<file path="config.mk">
export PLATFORM = sky130hd
export DESIGN_NAME = key_scan
export DESIGN_NICKNAME = d
export VERILOG_FILES = /design/src/rtl/key_scan_pkg.sv /design/src/rtl/key_channel.sv /design/src/rtl/key_scan.sv
export SDC_FILE = /design/constraint.sdc
export NUM_CORES = 1
export LEC_CHECK = 0
export ABC_CLOCK_PERIOD_IN_PS = 2400
export BUFFER_PORTS_ARGS = -buffer_cell sky130_fd_sc_hd__buf_2
export CORE_ASPECT_RATIO = 1.25
export CORE_MARGIN = 5
export CORE_UTILIZATION = 41
export CTS_CLUSTER_DIAMETER = 120
export CTS_CLUSTER_SIZE = 28
export DETAILED_ROUTE_END_ITERATION = 7
export GPL_TIMING_DRIVEN = 1
export PLACE_DENSITY = 0.69
export SYNTH_ARGS = -nofsm -noshare
export SYNTH_HDL_FRONTEND = slang
export SYNTH_HIERARCHICAL = 1
export SYNTH_SLANG_ARGS = --single-unit
</file>
<file path="constraint.sdc">
create_clock -name clk -period 2.4 [get_ports clk]
set_clock_uncertainty 0.2 [all_clocks]
set_input_delay 0 -clock clk [delete_from_list [all_inputs] [get_ports clk]]
set_output_delay 0 -clock clk [all_outputs]
set_load 0.02 [all_outputs]
</file>
<file path="src/rtl/key_scan_pkg.sv">
// Shared definitions for the key scanner: per-key FSM encoding, default timing
// constants and the timer sizing rule.
package key_scan_pkg;

    typedef enum logic [1:0] {
        IDLE     = 2'd0,
        PRESS_DB = 2'd1,
        HELD     = 2'd2,
        REL_DB   = 2'd3
    } key_state_t;

    localparam int DEF_CLK_FREQ       = 50_000_000;
    localparam int DEF_DEBOUNCE_CYC   = 1_000_000;
    localparam int DEF_REPEAT_DLY_CYC = 25_000_000;
    localparam int DEF_REPEAT_PER_CYC = 5_000_000;

    // Wide enough for the longest interval, so the counter never wraps.
    function automatic int timer_width(input int a, input int b, input int c);
        int m;
        m = a;
        if (b > m) m = b;
        if (c > m) m = c;
        return (m > 2) ? $clog2(m) : 1;
    endfunction

endpackage

</file>
<file path="src/rtl/key_channel.sv">
// One push-button: 2-flop synchronizer, press/release debounce FSM and an
// optional auto-repeat generator. Emits a registered one-cycle pulse per event.
module key_channel
    import key_scan_pkg::*;
#(
    parameter int DEBOUNCE_CYC   = DEF_DEBOUNCE_CYC,
    parameter int REPEAT_DLY_CYC = DEF_REPEAT_DLY_CYC,
    parameter int REPEAT_PER_CYC = DEF_REPEAT_PER_CYC,
    parameter bit REPEAT_EN      = 1'b1,
    parameter int TIMER_W        = timer_width(DEBOUNCE_CYC, REPEAT_DLY_CYC, REPEAT_PER_CYC)
) (
    input  logic clk,
    input  logic rst,
    input  logic key_raw,
    output logic pulse
);

    // The cycle that leaves IDLE/HELD already counts as the first stable one.
    localparam logic [TIMER_W-1:0] DB_LAST  = TIMER_W'(DEBOUNCE_CYC - 2);
    localparam logic [TIMER_W-1:0] DLY_LAST = TIMER_W'(REPEAT_DLY_CYC - 1);
    localparam logic [TIMER_W-1:0] PER_LAST = TIMER_W'(REPEAT_PER_CYC - 1);

    logic               sync_p0, sync_p1;
    logic               pressed;
    key_state_t         state, state_nxt;
    logic [TIMER_W-1:0] timer, timer_nxt;
    logic               repeating, repeating_nxt;
    logic               rep_due;
    logic               pulse_nxt;

    assign pressed = ~sync_p1;
    assign rep_due = repeating ? (timer == PER_LAST) : (timer == DLY_LAST);

    always_ff @(posedge clk) begin
        if (rst) begin
            sync_p0   <= 1'b1;
            sync_p1   <= 1'b1;
            state     <= IDLE;
            timer     <= '0;
            repeating <= 1'b0;
            pulse     <= 1'b0;
        end else begin
            sync_p0   <= key_raw;
            sync_p1   <= sync_p0;
            state     <= state_nxt;
            timer     <= timer_nxt;
            repeating <= repeating_nxt;
            pulse     <= pulse_nxt;
        end
    end

    always_comb begin
        state_nxt     = state;
        timer_nxt     = timer;
        repeating_nxt = repeating;
        case (state)
            IDLE: begin
                if (pressed) begin
                    state_nxt = PRESS_DB;
                    timer_nxt = '0;
                end
            end
            PRESS_DB: begin
                if (!pressed) begin
                    state_nxt = IDLE;
                    timer_nxt = '0;
                end else if (timer == DB_LAST) begin
                    state_nxt     = HELD;
                    timer_nxt     = '0;
                    repeating_nxt = 1'b0;
                end else begin
                    timer_nxt = timer + 1'b1;
                end
            end
            HELD: begin
                if (!pressed) begin
                    state_nxt = REL_DB;
                    timer_nxt = '0;
                end else if (REPEAT_EN) begin
                    // Reload on every repeat so an indefinite hold never wraps.
                    if (rep_due) begin
                        timer_nxt     = '0;
                        repeating_nxt = 1'b1;
                    end else begin
                        timer_nxt = timer + 1'b1;
                    end
                end
            end
            REL_DB: begin
                if (pressed) begin
                    state_nxt     = HELD;
                    timer_nxt     = '0;
                    repeating_nxt = 1'b0;
                end else if (timer == DB_LAST) begin
                    state_nxt = IDLE;
                    timer_nxt = '0;
                end else begin
                    timer_nxt = timer + 1'b1;
                end
            end
            default: state_nxt = IDLE;
        endcase
    end

    always_comb begin
        pulse_nxt = 1'b0;
        case (state)
            PRESS_DB: pulse_nxt = pressed && (timer == DB_LAST);
            HELD:     pulse_nxt = REPEAT_EN && pressed && rep_due;
            default:  pulse_nxt = 1'b0;
        endcase
    end

endmodule

</file>
<file path="src/rtl/key_scan.sv">
// Three independent debounced key channels: mode (no repeat), up and down
// (with auto-repeat).
module key_scan
    import key_scan_pkg::*;
#(
    parameter int CLK_FREQ       = DEF_CLK_FREQ,
    parameter int DEBOUNCE_CYC   = DEF_DEBOUNCE_CYC,
    parameter int REPEAT_DLY_CYC = DEF_REPEAT_DLY_CYC,
    parameter int REPEAT_PER_CYC = DEF_REPEAT_PER_CYC
) (
    input  logic       clk,
    input  logic       rst,
    input  logic [2:0] key_in,
    output logic       key1,
    output logic       key2,
    output logic       key3
);

    if (CLK_FREQ <= 0 || DEBOUNCE_CYC < 2) begin : g_param_check
        $error("key_scan: CLK_FREQ must be positive and DEBOUNCE_CYC at least 2");
    end

    key_channel #(
        .DEBOUNCE_CYC  (DEBOUNCE_CYC),
        .REPEAT_DLY_CYC(REPEAT_DLY_CYC),
        .REPEAT_PER_CYC(REPEAT_PER_CYC),
        .REPEAT_EN     (1'b0)
    ) u_mode (
        .clk    (clk),
        .rst    (rst),
        .key_raw(key_in[0]),
        .pulse  (key1)
    );

    key_channel #(
        .DEBOUNCE_CYC  (DEBOUNCE_CYC),
        .REPEAT_DLY_CYC(REPEAT_DLY_CYC),
        .REPEAT_PER_CYC(REPEAT_PER_CYC),
        .REPEAT_EN     (1'b1)
    ) u_up (
        .clk    (clk),
        .rst    (rst),
        .key_raw(key_in[1]),
        .pulse  (key2)
    );

    key_channel #(
        .DEBOUNCE_CYC  (DEBOUNCE_CYC),
        .REPEAT_DLY_CYC(REPEAT_DLY_CYC),
        .REPEAT_PER_CYC(REPEAT_PER_CYC),
        .REPEAT_EN     (1'b1)
    ) u_down (
        .clk    (clk),
        .rst    (rst),
        .key_raw(key_in[2]),
        .pulse  (key3)
    );

endmodule

</file>
==> results.toml <==
[clocking]
numCtsBuffers = 9
root_buffer = "clkbuf_16"
htreeDepth = 3
insertion_delay_ps = 350
clk_pin_slew_ps = 70
clock_sinks = 92
clock_path_buffers = 2
cts_tree = "done"

[power_and_ir_drop]
vdd_drop_max_uv = 326
power_density_nw_per_um2 = 497
p_leak_nw = 2.56
p_total_mw = 3.38

[job]
maxCapViolations = 0

[worst_setup_path]
worstPathArrival_ps = 2690
worst-r2r-cell-count = 9
worst_path_most_repeated_cell = "buf_12"
path_delay_family = "compound AO/OA/AOI/OAI gates"
end_kind = "flop"
crit_buf_inv = 3
rrSetupSlack_ps = -260
crit_chain = "or3b_1 > or4_4 > a2111oi_4 > a2bb2oi_4 > buf_12 > buf_12 > buf_6 > o21ai_2 > a21o_1"
cp_slowest_cell = "or4_4"
endpoint = "u_down/timer[2]$_SDFFE_PP0P_"
timing.critical_path.from = "u_down/timer[8]$_SDFFE_PP0P_"
r2r-start = "u_down/timer[8]$_SDFFE_PP0P_"
cp.depth = 9
cp.required_ps = 2430
slowest_delay_ps = 440
start_kind = "flop"
reg2reg_to = "u_down/timer[2]$_SDFFE_PP0P_"
critPathKind = "reg -> reg"
crit_fanout = 5

[finish]
nets = 733
syn_to_final_growth_pct = 32.9
largestRegisters = "u_down/timer (25), u_mode/timer (25), u_up/timer (25)"
diodes = 0
layout-drive-gt1-share_pct = 29.6
layout.cells.non_filler = 881
finish.instance_area_um2 = 6800

[yosys]
yosysTopAreaCellShare_pct = 36.0
ys_seq_elements = 92
ys.flop_type = "dfxtp_1"
syn_nets = 643
synth_top_cell_by_area = "dfxtp_1"
ys_top_cells_by_area = "dfxtp_1 (36%), nand2_1 (4.3%), ha_1 (3.9%)"
syn_area_per_cell_um2 = 8.23
ys_seq_area_share_pct = 36.0
syn_area_um2 = 5120
synth_cells = 622
synth_edf_count = 0
async_reset_ff_share_pct = 0
ys_warn_count = 6
ys_types = 66

[global_route]
grt_pass1_vias = 4634
grt_max_degree = 32
gr-usage-all-layers_pct = 18.0
grt_first_pass_wirelength_um = 21900
antenna_found_initial = 0
grt_overflow = 0

[sta]
rsz0062_at_grt = "yes"
fmax_mhz = 376
drv_slew = 0
setup_violations = 54
period_share_pct = 111
finalSetupTns_ps = -8460
worstMarginPinSlew_ps = 1030
final_hold_viol_count = 0
slew_headroom_pct = 31.4
final.setup.worst_slack_ps = -258
period_needed_ps = 2660

[die]
io_pins = 8
die_h_um = 135
core_um2 = 12200
start_util_pct = 41.9
die_area_um2 = 14800
die_w_um = 110
rows = 45

[routing]
drc = 0
dr.pass1.iters = 5
num_vias = 5139
drtIter0Drc = 331
viasPerCell = 5.83
wl_um = 14200
wl_per_cell_um = 16.2
ant_nets = 0

[hold_path]
hold_path.class = "in -> reg"
min_from = "key_in[0]"

[placed_design]
dp_cells = 833
dpl_cell_area_um2 = 5780
place.gp.congestion = 0.879
port_buffers = 7
dpl.hpwl_um = 8560

[run_status]
status = "complete, but fails checks"
failed_checks = "negative setup slack"
-- report_power, final --
| part | switching (mW) | internal, mW |
|---|---|---|
| Sequential | 0.0103 | 1.54 |
| Combinational | 0.212 | 0.136 |
| Clock | 0.638 | 0.847 |
-- logic make-up (layout without fill, tap and decap cells) --
| logic type | Yosys count | in the layout | synth area share [%] |
|---|---|---|---|
| DFF | 92 | 92 | 36.0 |
| adders and majority gates | 16 | 16 | 3.91 |
| and+or+nand+nor | 290 | 290 | 32.0 |
| muxes | 7 | 7 | 1.39 |
| buffers and inverters | 56 | 147 | 5.31 |
| AOI/OAI and AO/OA | 147 | 151 | 19.0 |
| xor gates and xnor gates | 14 | 14 | 2.40 |
-- synthesized netlist by cell type (3+ instances only) --
library cell / instances
a211oi_1: 3
clkbuf_1: 18
a21o_1: 18
nand2b_1: 9
and2_1: 4
o21ai_1: 4
o21ai_0: 40
or2_2: 12
nor4b_1: 9
nor2b_1: 4
and4_1: 6
nor4_1: 14
nand4_1: 29
nor3_1: 29
nor2_1: 31
o211ai_1: 3
dfxtp_1: 92
and3_1: 7
buf_2: 4
a21oi_1: 35
xor2_1: 9
or3_1: 16
o21bai_1: 5
nand2_1: 59
xnor2_1: 5
a31oi_1: 22
buf_6: 6
nand4b_1: 3
ha_1: 16
nand3_1: 28
nor3b_1: 7
inv_1: 24
or4_4: 4
mux2i_1: 6
-- cell usage in the layout (no fill, tap or decap), drive strengths merged, types with 5 or more instances in the layout --
cell type	instances
and4	8
xnor2	5
a21oi	36
xor2	9
buf	101
a31oi	22
nor2	31
ha	16
mux2i	6
or2	12
o21ai	44
or3	19
nor3	29
o21bai	5
nand2b	9
a21o	18
nor4	14
and3	8
inv	26
or4	7
nor3b	7
nand2	61
nand4	29
clkbuf	12
nand3	28
dfxtp	92
nor4b	9
-- metrics by stage --
stage	util, %	hold slack (ps)	setup WS (ps)
4_1_cts	52.7	158	-196
5_1_grt	55.7	187	-407
3_5_place_dp	47.3	-13.3	-208
3_3_place_gp	47.3	-17.0	-163
6_report	55.7	165	-258
2_1_floorplan	-	-96.2	-197
-- area by class of cell --
| type | count | area (um^2) |
|---|---|---|
| Fill cell | 1045 | 5420 |
| Multi-Input combinational cell | 478 | 3380 |
| Sequential cell | 92 | 1850 |
| Timing Repair Buffer | 107 | 965 |
| Clock buffer | 10 | 239 |
| Tap cell | 164 | 205 |
| Inverter | 24 | 90.1 |
| Clock inverter | 6 | 71.3 |
-- timing repair --
action                                  in CTS  in global routing
hold buffers                                 4                  0
pin swaps                                   17                 30
gates resized for setup                     42                 59
hold endpoints to repair                     9                  0
endpoints found under the setup margin      72                 58
buffers inserted                            11                 11
gates cloned                                 5                  4
-- worst min-delay path: cells and delay by family --
| family | cells | cell delay [ps] |
|---|---|---|
| buffers and inverters | 2 | 610 |
| and+or+nand+nor | 1 | 80 |
-- per-layer routing --
metal  up-vias  wire length, um  track usage (%)
met1      2436             5920             21.7
li1       2496                -                -
met4         0              432             6.79
met2       165             7270             31.5
met3        42              623             3.16
met5         -                0                0
-- how the worst min path moves through the flow --
stage / depth (start not counted) / to / slack [ps]
after floorplan: 1 / u_down/sync_p0$_SDFF_PP1_ / -100
after global placement: 2 / u_mode/sync_p0$_SDFF_PP1_ / -20
after detailed placement: 2 / u_mode/sync_p0$_SDFF_PP1_ / -10
after CTS: 3 / u_mode/sync_p0$_SDFF_PP1_ / 160
after global routing: 3 / u_mode/sync_p0$_SDFF_PP1_ / 190
final: 3 / u_mode/sync_p0$_SDFF_PP1_ / 160
Power figures use the tool's default switching activity.
